[src/rtl/jttrack_pkg.sv]
// jttrack_pkg
// Shared constants and helpers for the Track'n Field final colour stage.
//   - Palette byte field positions (red / green / blue LSBs)
//   - Palette address bit that selects the object half of the PROM
//   - gfx_en bit indices for the debug layer enables
//   - Colour expansion helpers (3-bit and 2-bit to 4-bit)
package jttrack_pkg;

    localparam int R_LSB   = 0;
    localparam int G_LSB   = 3;
    localparam int B_LSB   = 6;

    localparam int OBJ_BIT = 4;

    localparam int GFX_SCR = 0;
    localparam int GFX_OBJ = 3;

    localparam int PAL_AW  = 5;
    localparam int PAL_DW  = 8;

    // Replicate the MSB into the new LSB so full scale stays full scale
    function automatic logic [3:0] expand3(input logic [2:0] v);
        return {v, v[2]};
    endfunction

    // Duplicate the 2-bit value to cover the whole 4-bit range
    function automatic logic [3:0] expand2(input logic [1:0] v);
        return {v, v};
    endfunction

endpackage

[src/rtl/jtframe_sh.sv]
// jtframe_sh
// Clock-enabled shift register, used as the blanking delay line.
// Ports:
//   clk_i  - system clock
//   rst_i  - asynchronous active-high reset, clears every stage
//   cen_i  - shift enable; the line only advances when high
//   din_i  - W-bit input, sampled into stage 0
//   drop_o - W-bit output, the last stage (input delayed L enabled ticks)
module jtframe_sh #(
    parameter int W = 2,
    parameter int L = 9
) (
    input  logic         clk_i,
    input  logic         rst_i,
    input  logic         cen_i,
    input  logic [W-1:0] din_i,
    output logic [W-1:0] drop_o
);

    logic [W-1:0] sh_q [0:L-1];

    // Delay line: stage 0 takes the input, each later stage takes its predecessor
    always_ff @(posedge clk_i or posedge rst_i) begin
        if (rst_i) begin
            for (int i = 0; i < L; i++) begin
                sh_q[i] <= '0;
            end
        end else if (cen_i) begin
            sh_q[0] <= din_i;
            for (int i = 1; i < L; i++) begin
                sh_q[i] <= sh_q[i-1];
            end
        end
    end

    assign drop_o = sh_q[L-1];

endmodule

[src/rtl/jttrack_colmix.sv]
// jttrack_colmix
// Final colour stage: masks the scroll/object layers, resolves object-over-
// scroll priority, looks the winner up in the 32x8 colour PROM and expands it
// to 4-bit RGB. Blanking is delayed to line up with the pixel pipeline and the
// upstream layer latency; colour is forced to black while delayed blanking is
// active.
// Ports:
//   clk, rst            - system clock, asynchronous active-high reset
//   pxl_cen             - pixel clock enable (one clk pulse per pixel)
//   obj_pxl, scr_pxl    - 4-bit object / scroll colour indices (obj 0 = transparent)
//   LHBL, LVBL          - active-low horizontal / vertical blanking
//   prog_data/addr/en   - PROM download port, one byte per clk
//   gfx_en              - debug layer enables ([0] scroll, [3] object)
//   red, green, blue    - 4-bit pixel colour
//   LHBL_dly, LVBL_dly  - blanking delayed by BLANK_DLY pixel ticks
module jttrack_colmix
    import jttrack_pkg::*;
#(
    parameter int BLANK_DLY = 9
) (
    input  logic                clk,
    input  logic                rst,
    input  logic                pxl_cen,
    input  logic [3:0]          obj_pxl,
    input  logic [3:0]          scr_pxl,
    input  logic                LHBL,
    input  logic                LVBL,
    input  logic [PAL_DW-1:0]   prog_data,
    input  logic [PAL_AW-1:0]   prog_addr,
    input  logic                prog_en,
    input  logic [3:0]          gfx_en,
    output logic [3:0]          red,
    output logic [3:0]          green,
    output logic [3:0]          blue,
    output logic                LHBL_dly,
    output logic                LVBL_dly
);

    generate
        if (BLANK_DLY < 1 || BLANK_DLY > 15) begin : g_bad_dly
            $error("jttrack_colmix: BLANK_DLY must be in 1..15");
        end
    endgenerate

    logic [3:0]        obj_m_s;
    logic [3:0]        scr_m_s;
    logic [PAL_AW-1:0] addr_d;
    logic [PAL_AW-1:0] addr_q;
    logic [PAL_DW-1:0] pal_mem [0:(1<<PAL_AW)-1];
    logic [PAL_DW-1:0] pal_q;
    logic [3:0]        red_d, green_d, blue_d;
    logic [3:0]        red_q, green_q, blue_q;
    logic [1:0]        blank_dly_s;
    logic              unused_gfx_s;

    assign unused_gfx_s = ^gfx_en[2:1];

    // Layer masking and priority: any visible object pixel beats the scroll
    always_comb begin
        obj_m_s = gfx_en[GFX_OBJ] ? obj_pxl : 4'd0;
        scr_m_s = gfx_en[GFX_SCR] ? scr_pxl : 4'd0;
        addr_d  = {1'b0, scr_m_s};
        if (obj_m_s != 4'd0) begin
            addr_d          = {1'b0, obj_m_s};
            addr_d[OBJ_BIT] = 1'b1;
        end else begin
            addr_d = {1'b0, scr_m_s};
        end
    end

    // Stage 1: register the palette address
    always_ff @(posedge clk or posedge rst) begin
        if (rst) begin
            addr_q <= '0;
        end else if (pxl_cen) begin
            addr_q <= addr_d;
        end
    end

    // Palette download: free-running on clk, not cleared by reset
    always_ff @(posedge clk) begin
        if (prog_en) begin
            pal_mem[prog_addr] <= prog_data;
        end
    end

    // Stage 2: synchronous palette read; a same-edge write is not visible yet
    always_ff @(posedge clk or posedge rst) begin
        if (rst) begin
            pal_q <= '0;
        end else if (pxl_cen) begin
            pal_q <= pal_mem[addr_q];
        end
    end

    jtframe_sh #(
        .W (2),
        .L (BLANK_DLY)
    ) u_blank_sh (
        .clk_i  (clk),
        .rst_i  (rst),
        .cen_i  (pxl_cen),
        .din_i  ({LHBL, LVBL}),
        .drop_o (blank_dly_s)
    );

    // Expansion and blanking gate, using the delayed blanking as it is now
    always_comb begin
        if (blank_dly_s[1] & blank_dly_s[0]) begin
            red_d   = expand3(pal_q[R_LSB +: 3]);
            green_d = expand3(pal_q[G_LSB +: 3]);
            blue_d  = expand2(pal_q[B_LSB +: 2]);
        end else begin
            red_d   = 4'd0;
            green_d = 4'd0;
            blue_d  = 4'd0;
        end
    end

    // Stage 3: registered colour outputs
    always_ff @(posedge clk or posedge rst) begin
        if (rst) begin
            red_q   <= 4'd0;
            green_q <= 4'd0;
            blue_q  <= 4'd0;
        end else if (pxl_cen) begin
            red_q   <= red_d;
            green_q <= green_d;
            blue_q  <= blue_d;
        end
    end

    assign red      = red_q;
    assign green    = green_q;
    assign blue     = blue_q;
    assign LHBL_dly = blank_dly_s[1];
    assign LVBL_dly = blank_dly_s[0];

endmodule

[config.mk]
export PLATFORM = sky130hd
export DESIGN_NAME = jttrack_colmix
export DESIGN_NICKNAME = d
export VERILOG_FILES = /design/src/rtl/jttrack_pkg.sv /design/src/rtl/jtframe_sh.sv /design/src/rtl/jttrack_colmix.sv
export SDC_FILE = /design/constraint.sdc
export NUM_CORES = 1
export LEC_CHECK = 0
export ABC_AREA = 1
export ABC_CLOCK_PERIOD_IN_PS = 2800
export CORE_MARGIN = 2
export CORE_UTILIZATION = 65
export CTS_CLUSTER_DIAMETER = 40
export DETAILED_ROUTE_END_ITERATION = 10
export PLACE_DENSITY = 0.84
export RECOVER_POWER = 50
export SLEW_MARGIN = 20
export SYNTH_ARGS = -nofsm -noshare
export SYNTH_HDL_FRONTEND = slang
export SYNTH_HIERARCHICAL = 1
export SYNTH_SLANG_ARGS = --single-unit
[constraint.sdc]
create_clock -name clk -period 2.8 [get_ports clk]
set_input_delay 0.28 -clock clk [delete_from_list [all_inputs] [get_ports clk]]
set_output_delay 0.28 -clock clk [all_outputs]
set_load 0.05 [all_outputs]
==> metrics.csv <==
stage;metric;value;unit
cells_and_area;Final Util;0.770;
global_route;met1 usage;0.377;
place;Port Buffer Count;42;
synthesis;simple-gate area share of the yosys netlist;0.238;
cells_and_area;final-layout fill cell count;1041;
clocking;clk buf depth;3;
sta;Fin Hold WS;0.313;ns
route;Vias/cell;6.09;
synthesis;register area share after synthesis;0.720;
global_route;met3 capacity usage during global routing;0.0694;
die;die span in x;140;um
synthesis;number of library cell types mapped by synthesis;20;
synthesis;main combinational cell family by area after synthesis;simple AND/OR/NAND/NOR gates;
synthesis;Syn Nets;1099;
global_route;GR Util met2;0.481;
route;DR vias;8442;
clocking;H-tree Lvls;2;
synthesis;yosys warns;6;
cells_and_area;layout cells sized above 1;0.0890;
global_route;vias in the first global route;8272;
synthesis;Compound-Gate Fraction of Synth Area;0.00624;
clocking;Clock Sink Count;295;
pwr;Max VDD drop;0.560;mV
status;run status;complete, but fails checks;
pwr;LEAKAGE;0.00532;uW
die;IO Count;45;
sta;Setup Skew;0.0187;ns
global_route;Most Used Layer, Global Route;met2;
sta;slew margin rel.;-0.180;
critical_path;nature of the critical path startpoint;register;
clocking;clock root cell;clkbuf_16;
sta;final hold vios;0;
place;Detail Placement HPWL;15.0;mm
critical_path;Crit Path Class;reg -> reg;
sta;final setup violation count;0;
cells_and_area;synthesis-to-finish area growth;15.6;%
place;Routability Congestion;0.897;
clocking;CTS tree;built;
sta;Max Fclk;0.474;GHz
clocking;CTS Hold Bufs;0;
status;failing checks;DRC, capacitance limit, slew limit;
cells_and_area;ANT cells;0;
synthesis;mux cell area share after synthesis;0;
critical_path;r2r setup slk;0.69;ns
synthesis;Syn Inst Count;1068;
synthesis;Synth Register Bits;295;
die;die height;140;um
clocking;Clock Latency Late Sink;0.51;ns
place;Placed Cells;1323;
critical_path;crit path capture type;register;
route;Avg WL per Cell;20.3;um
synthesis;xor-xnor portion of the synthesized cell area;0;
global_route;initial antenna violation count;0;
critical_path;crit path DAT;2.54;ns
cells_and_area;net count reported at finish;1163;
route;Post-route DRC;7;
synthesis;Synth Area in Adders;0;
die;Core ar.;18100;um^2
global_route;largest net degree at the start of global routing;130;
clocking;clock slew at reported path FFs;0.06;ns
route;Total Wirelength;28.1;mm
sta;Tmin final;2.11;ns
sta;Max Slew Vio Count;300;
die;num rows;49;
route;iteration-0 DRC count of the detailed router;1034;
global_route;first-pass GRT wire length;43.4;mm
sta;Fin Setup TNS;0;ns
synthesis;Syn Area/Cell;11.3;um^2
worst_hold_path;hold crit path type;in -> reg;
route;1st-pass router iterations;8;
synthesis;synthesized area;12000;um^2
clocking;Num CTS Buffers;36;
sta;worst slew pin tran;1.77;ns
die;die area;19600;um^2
route;Antenna Violating Nets Remaining;0;
critical_path;Critical Path Fanout Max;17;
sta;RSZ-0062 raised after global routing;no;
clocking;PostCTS Resize Cnt;0;
run;MaxCap Viol Count;9;
die;Initial Util;0.666;
pwr;pwr/cell area;756;nW/um^2
clocking;Setup Buffers After CTS;0;
global_route;total grt overflow;0;
global_route;GRT Overall Usage;0.291;
cells_and_area;post-route non-filler standard cell count;1386;
critical_path;required time worst endpoint;3.23;ns
sta;Tcrit/Tclk final;0.753;
## state kept, by name, summed over array words and instances (netlist names)
register	flops
pal_mem	256
red	3
u_blank_sh/sh_q	16
blue	2
u_blank_sh/drop_o	2
pal_q	8
green	3
addr_q	5
## Yosys cell counts
cell type	instances	share of area
clkbuf_1	12	0.0037
inv_1	9	0.0028
inv_2	2	0.00062
nor2_1	33	0.010
edfxtp_1	256	0.64
buf_8	1	0.0012
inv_8	1	0.00094
buf_2	24	0.010
buf_4	23	0.014
nand2_1	410	0.13
o21ai_0	8	0.0033
buf_6	1	0.00094
nand2_2	5	0.0026
buf_1	4	0.0012
nand3_1	232	0.096
o211ai_1	4	0.0025
nand4_1	1	0.00052
a21oi_1	1	0.00042
clkinv_1	2	0.00062
dfrtp_1	39	0.081
## logic make-up (layout without fill, tap and decap cells)
logic type	Yosys count	count (layout)
and+or+nand+nor	681	681
DFF	295	295
buffers and inverters	79	168
AOI/OAI and AO/OA	13	13
## power breakdown
group / switching, uW / internal [uW] / total, uW
clock: 1770 / 2720 / 4500
combinational: 746 / 307 / 1050
sequential: 68.6 / 4910 / 4970
## critical path, stage by stage (launching register included)
cell and delay [ns]:
dfrtp_1 0.39, inv_1 0.49, buf_4 0.35, nand3_1 0.15, nand2_1 0.14, nand2_1 0.10
nand3_1 0.14, nand3_1 0.12, nand2_1 0.14
## metrics by stage
stage / setup slack [ns] / cell area, um^2 / total power [uW]
2_1_floorplan: 1.46 / 12000 / 5720
4_1_cts: 0.752 / 14000 / 10500
3_3_place_gp: 0.688 / 12800 / 6040
3_5_place_dp: 0.649 / 12800 / 6070
6_report: 0.692 / 13900 / 10500
5_1_grt: 0.566 / 13900 / 10800
## final timing paths
path                                         start                    to  cells past startpoint
worst max-delay path                     addr_q[2]              pal_q[0]                      8
min in group asynchronous                      rst  u_blank_sh/drop_o[1]                      2
worst max register to register           addr_q[2]              pal_q[0]                      8
worst min register to register  u_blank_sh/sh_q[5]    u_blank_sh/sh_q[5]                      2
max in group asynchronous                      rst             addr_q[0]                      2
worst min-delay path                          LHBL   u_blank_sh/sh_q[17]                      3
## routing by layer
layer  vias to the layer above  routed length, um  share of wire
li1                       3800                  -              -
met1                      3958              10400           0.37
met2                       584              13700           0.49
met3                       100               3090           0.11
met4                         0                969          0.034
met5                         -                  0              0
## final cells by class
class | count | area [um^2] | area share
flip-flops and latches | 295 | 8670 | 0.623
multi-input cells | 694 | 2930 | 0.211
clock buffers | 42 | 945 | 0.0679
repair buffers | 91 | 805 | 0.0578
well taps | 229 | 287 | 0.0206
clock inverters | 21 | 220 | 0.0158
inverters | 14 | 61.3 | 0.00440
## placed cells by master (no fill, tap or decap), drive strengths merged
cell / n
edfxtp: 256
dfrtp: 39
nand4: 1
nand2: 415
clkinv: 13
inv: 15
bufinv: 3
o21ai: 8
nand3: 232
dlygate4sd3: 10
clkbuf: 51
clkinvlp: 4
a21oi: 1
clkdlybuf4s50: 32
buf: 40
o211ai: 4
nor2: 33
Note: power is estimated with default switching activity, not from simulation.
